## src/rtl/fir_filter_param.sv

```systemverilog
// Coefficient-programmable direct-form FIR with one time-shared MAC.
// Samples in and results out over valid/ready; output is shifted and saturated.
module fir_filter_param #(
  parameter int DATA_W = 8,
  parameter int COEF_W = 8,
  parameter int TAPS   = 4,
  parameter int OUT_W  = 16,
  parameter int SHIFT  = 0
) (
  input  logic                       clk,
  input  logic                       reset,
  input  logic                       clear,
  input  logic signed [DATA_W-1:0]   x_in,
  input  logic                       in_valid,
  output logic                       in_ready,
  output logic signed [OUT_W-1:0]    y_out,
  output logic                       out_valid,
  input  logic                       out_ready,
  output logic                       sat,
  input  logic                       coef_we,
  input  logic [$clog2(TAPS)-1:0]    coef_addr,
  input  logic signed [COEF_W-1:0]   coef_wdata
);

  localparam int AW     = $clog2(TAPS);
  localparam int PROD_W = DATA_W + COEF_W;
  localparam int ACC_W  = PROD_W + AW;
  localparam int EXT_W  = ((ACC_W > OUT_W) ? ACC_W : OUT_W) + 1;

  localparam logic signed [EXT_W-1:0] OUT_MAX = {{(EXT_W-OUT_W+1){1'b0}}, {(OUT_W-1){1'b1}}};
  localparam logic signed [EXT_W-1:0] OUT_MIN = {{(EXT_W-OUT_W+1){1'b1}}, {(OUT_W-1){1'b0}}};

  typedef enum logic [1:0] {
    IDLE,
    MAC,
    OUT
  } state_t;

  state_t                   state_q, state_d;
  logic signed [DATA_W-1:0] x_q    [TAPS];
  logic signed [DATA_W-1:0] x_d    [TAPS];
  logic signed [COEF_W-1:0] coef_q [TAPS];
  logic signed [COEF_W-1:0] coef_d [TAPS];
  logic signed [ACC_W-1:0]  acc_q, acc_d;
  logic [AW-1:0]            k_q, k_d;
  logic signed [OUT_W-1:0]  y_q, y_d;
  logic                     sat_q, sat_d;

  logic signed [PROD_W-1:0] coef_ext, x_ext, prod;
  logic signed [ACC_W-1:0]  sum, shifted;
  logic signed [EXT_W-1:0]  ext;

  // Operands are sign-extended to the full product width so the multiply is exact.
  always_comb begin
    coef_ext = {{DATA_W{coef_q[k_q][COEF_W-1]}}, coef_q[k_q]};
    x_ext    = {{COEF_W{x_q[k_q][DATA_W-1]}}, x_q[k_q]};
    prod     = coef_ext * x_ext;
    sum      = acc_q + {{AW{prod[PROD_W-1]}}, prod};
    shifted  = sum >>> SHIFT;
    ext      = {{(EXT_W-ACC_W){shifted[ACC_W-1]}}, shifted};
  end

  always_comb begin
    state_d = state_q;
    x_d     = x_q;
    coef_d  = coef_q;
    acc_d   = acc_q;
    k_d     = k_q;
    y_d     = y_q;
    sat_d   = sat_q;

    case (state_q)
      IDLE: begin
        if (coef_we && ({1'b0, coef_addr} < (AW+1)'(TAPS))) begin
          coef_d[coef_addr] = coef_wdata;
        end
        if (in_valid) begin
          x_d[0] = x_in;
          for (int i = 1; i < TAPS; i++) begin
            x_d[i] = x_q[i-1];
          end
          acc_d   = '0;
          k_d     = '0;
          state_d = MAC;
        end
      end
      MAC: begin
        if (k_q == AW'(TAPS-1)) begin
          if (ext > OUT_MAX) begin
            y_d   = {1'b0, {(OUT_W-1){1'b1}}};
            sat_d = 1'b1;
          end else if (ext < OUT_MIN) begin
            y_d   = {1'b1, {(OUT_W-1){1'b0}}};
            sat_d = 1'b1;
          end else begin
            y_d   = ext[OUT_W-1:0];
            sat_d = 1'b0;
          end
          acc_d   = sum;
          state_d = OUT;
        end else begin
          acc_d = sum;
          k_d   = k_q + AW'(1);
        end
      end
      OUT: begin
        if (out_ready) begin
          state_d = IDLE;
        end
      end
      default: state_d = IDLE;
    endcase

    // Flush wins over any accept or handshake in the same cycle; coefficients survive.
    if (clear) begin
      for (int i = 0; i < TAPS; i++) begin
        x_d[i] = '0;
      end
      sat_d   = 1'b0;
      state_d = IDLE;
    end
  end

  always_ff @(posedge clk or negedge reset) begin
    if (!reset) begin
      state_q <= IDLE;
      for (int i = 0; i < TAPS; i++) begin
        x_q[i]    <= '0;
        coef_q[i] <= '0;
      end
      acc_q <= '0;
      k_q   <= '0;
      y_q   <= '0;
      sat_q <= 1'b0;
    end else begin
      state_q <= state_d;
      x_q     <= x_d;
      coef_q  <= coef_d;
      acc_q   <= acc_d;
      k_q     <= k_d;
      y_q     <= y_d;
      sat_q   <= sat_d;
    end
  end

  assign in_ready  = (state_q == IDLE);
  assign out_valid = (state_q == OUT);
  assign y_out     = y_q;
  assign sat       = sat_q;

endmodule

```

## config.mk

```make
export PLATFORM = sky130hd
export DESIGN_NAME = fir_filter_param
export DESIGN_NICKNAME = d
export VERILOG_FILES = /design/src/rtl/fir_filter_param.sv
export SDC_FILE = /design/constraint.sdc
export NUM_CORES = 1
export LEC_CHECK = 0
export CAP_MARGIN = 30
export CORE_ASPECT_RATIO = 1.2
export CORE_UTILIZATION = 55
export CTS_CLUSTER_DIAMETER = 40
export CTS_CLUSTER_SIZE = 28
export DETAILED_ROUTE_END_ITERATION = 16
export PLACE_DENSITY = 0.76
export SYNTH_ARGS = -nofsm -noshare
export SYNTH_HDL_FRONTEND = slang
export SYNTH_SLANG_ARGS = --single-unit
```

## constraint.sdc

```tcl
create_clock -name clk -period 16.85 [get_ports clk]
set_input_delay 2.5275 -clock clk [delete_from_list [all_inputs] [get_ports clk]]
set_output_delay 2.5275 -clock clk [all_outputs]
set_load 0.1 [all_outputs]
```

==> run_results.csv <==
group,metric,value,unit
synthesis,yosysSeqAreaShare,33.5,%
placement,place_ws,8.36,ns
placement,dp_hpwl,12600,µm
detailed_routing,first_iter_violations,216,
synthesis,yosys.area_share.adder,22.2,%
floorplan,floorplan.initialDensity,56.2,%
job,drv_cap,0,
floorplan,core-area,13700,µm²
synthesis,netlist_area,7690,µm²
detailed_routing,drtAntennaViolNets,0,
timing,setup_viol_count_final,0,
final_layout,final_area,8680,µm²
final_layout,diodes,0,
worst_hold_path,hold_path.class,"register to register",
detailed_routing,num_vias,5587,
final_layout,fill_cells,1104,
final_layout,drive_gt1_share,10.3,%
synthesis,synth_cell_types,50,
synthesis,yosys.area.top_type_share,33.5,%
synthesis,synth_compound_area_share,12.1,%
final_layout,nNetsFinal,937,
timing,period_needed,8.50,ns
synthesis,yosysWarnings,0,
floorplan,fp.dieW,110,µm
critical_path,critPathMaxFanout,21,
clock_tree,cts_setup_buffers,0,
floorplan,rows,47,
timing,rsz0062_at_grt,"no",
critical_path,cp.required,17.05,ns
clock_tree,clk_latency,0.36,ns
final_layout,syn_to_final_growth,12.8,%
final_layout,multi_input_area,4660,µm²
placement,port_buffers,42,
timing,slew_violations,0,
clock_tree,htreeDepth,3,
synthesis,synth_xor_area_share,3.61,%
clock_tree,cts_buffers,9,
clock_tree,clk_path_buf_depth,2,
synthesis,ys_top_cells_by_area,"dfrtp_1, fa_1, ha_1",
timing,fin_skew,0.0111,ns
synthesis,synth_mux_area_share,9.63,%
timing,layout_setup_ws,8.35,ns
synthesis,netlist_instances,771,
timing,finalHoldViolCount,0,
global_route,grt_pass1_wl,28000,µm
clock_tree,clk_pin_slew,0.08,ns
synthesis,ys_top_cells_by_count,"dfrtp_1, inv_1, nand2_1, a21oi_1, fa_1",
global_route,grt_max_degree,83,
clock_tree,ctsResizeCount,0,
clock_tree,clkSinkCount,103,
synthesis,async_flop_share,100,%
synthesis,synth_top_cell_by_area,"dfrtp_1",
timing,fmax,118,MHz
floorplan,pin_count,43,
synthesis,synth-simple-area-share,13.0,%
critical_path,end_kind,"register",
detailed_routing,dr.pass1.iters,5,
timing,finalCritPeriodShare,50.4,%
floorplan,fp.dieH,132,µm
critical_path,worst_setup_path_start_kind,"register",
clock_tree,cts-root-buf,"clkbuf_16",
global_route,grtUsageTotal,24.9,%
critical_path,arrival,8.70,ns
timing,relSlewSlack,30.6,%
synthesis,synthesis.nets,898,
synthesis,syn-mean-instance-area,9.98,µm²
synthesis,synth_top_family_by_area,"adder cells",
detailed_routing,wirelength,16100,µm
global_route,antenna_found_initial,0,
placement,gp_congestion,0.863,
timing,hold_slack,0.490,ns
detailed_routing,via_per_inst,5.67,
status,status,"completed",
detailed_routing,drc_errors,0,
clock_tree,cts_tree,"done",
synthesis,yosys_register_bits,103,
critical_path,rrSetupSlack,8.35,ns
global_route,grt_pass1_vias,5990,
detailed_routing,wl_per_cell,16.4,µm
synthesis,synth_edf_count,0,
final_layout,seqCellArea,2580,µm²
timing,tightest_slew,1.04,ns
placement,dpl_cell_area,8340,µm²
critical_path,crit_type,"register to register",
floorplan,die_area,14500,µm²
clock_tree,ctsHoldBuffers,0,
synthesis,synthMostInstantiatedCell,"dfrtp_1",
timing,setup_tns,0,ns
synthesis,synthFlopType,"dfrtp_1",
global_route,grt_overflow_total,0,
-- per-layer routing --
layer  vias up  part of all wire [%]  track usage (%)
li1       2655                     -                -
met1      2820                    41             30.9
met2        87                    54             43.3
met3        25                   2.7             4.22
met4         0                   2.3             8.30
met5         -                     0                0
-- cell type report --
type                       count  area share [%]
timing repair buffer          52            6.46
clock buffer                   9            2.60
sequential                   103            29.7
inverter                      97            4.20
multi-input combinational    547            53.7
clock inverter                 7           0.894
tap                          171            2.47
-- registers in the layout, indices dropped and copies added, names as in the netlist --
signal,count
coef_q,32
x_q,32
acc_q,18
y_out,16
k_q,2
state_q,2
sat,1
-- critical path: stages, from the launching register on --
cell and delay, ns:
dfrtp_1 0.59, buf_16 0.22, mux2_2 0.34, o21ai_1 0.53, or2_2 0.25, fa_1 0.42, fa_1 0.55, inv_1 0.05
fa_1 0.53, inv_1 0.05, fa_1 0.52, inv_1 0.04, ha_1 0.33, a21oi_1 0.22, o21bai_1 0.09, a21oi_1 0.23
o21bai_1 0.09, a21oi_1 0.26, mux2i_1 0.10, nand3b_1 0.17, ha_1 0.37, a21o_1 0.26, a31o_2 0.26, a211o_1 0.22
o22ai_1 0.15, xor3_1 0.48, a21oi_1 0.84, a21oi_1 0.17
-- path summary, 6_finish.rpt --
kind,start,to,cells after the start
worst max-delay path,k_q[0],y_out[14],27
worst min-delay path,y_out[15],y_out[15],2
worst max register to register,k_q[0],y_out[14],27
worst min register to register,y_out[15],y_out[15],2
max in group asynchronous,reset,coef_q[26],3
min in group asynchronous,reset,acc_q[14],1
-- layout by cell type (no fill, tap or decap), types with 28 or more instances in the layout --
master / netlist / routed
a21oi_1: 67 / 67
and2_1: 46 / 46
clkdlybuf4s50_1: 0 / 41
dfrtp_1: 103 / 103
fa_1: 56 / 56
ha_1: 47 / 47
inv_1: 97 / 97
mux2_2: 34 / 34
nand2_1: 96 / 96
nor2_1: 35 / 35
o21ai_0: 28 / 28
-- stage by stage --
step	cells	utilization (%)
after floorplan	771	-
after global placement	964	60.3
after detailed placement	968	60.9
after CTS	984	63.1
after global routing	986	63.3
final	986	63.3
-- cell families (layout without fill, tap and decap cells) --
family	count (synthesis)	after routing
flip-flops	103	103
AO/OA/AOI/OAI	152	152
buffers and inverters	121	165
AND/OR/NAND/NOR	211	211
XOR/XNOR	30	30
multiplexers	51	51
adder cells (fa/ha/maj)	103	103
Power is not shown: default switching activity piles up to over one toggle a cycle in this logic, so the estimate is an artifact.
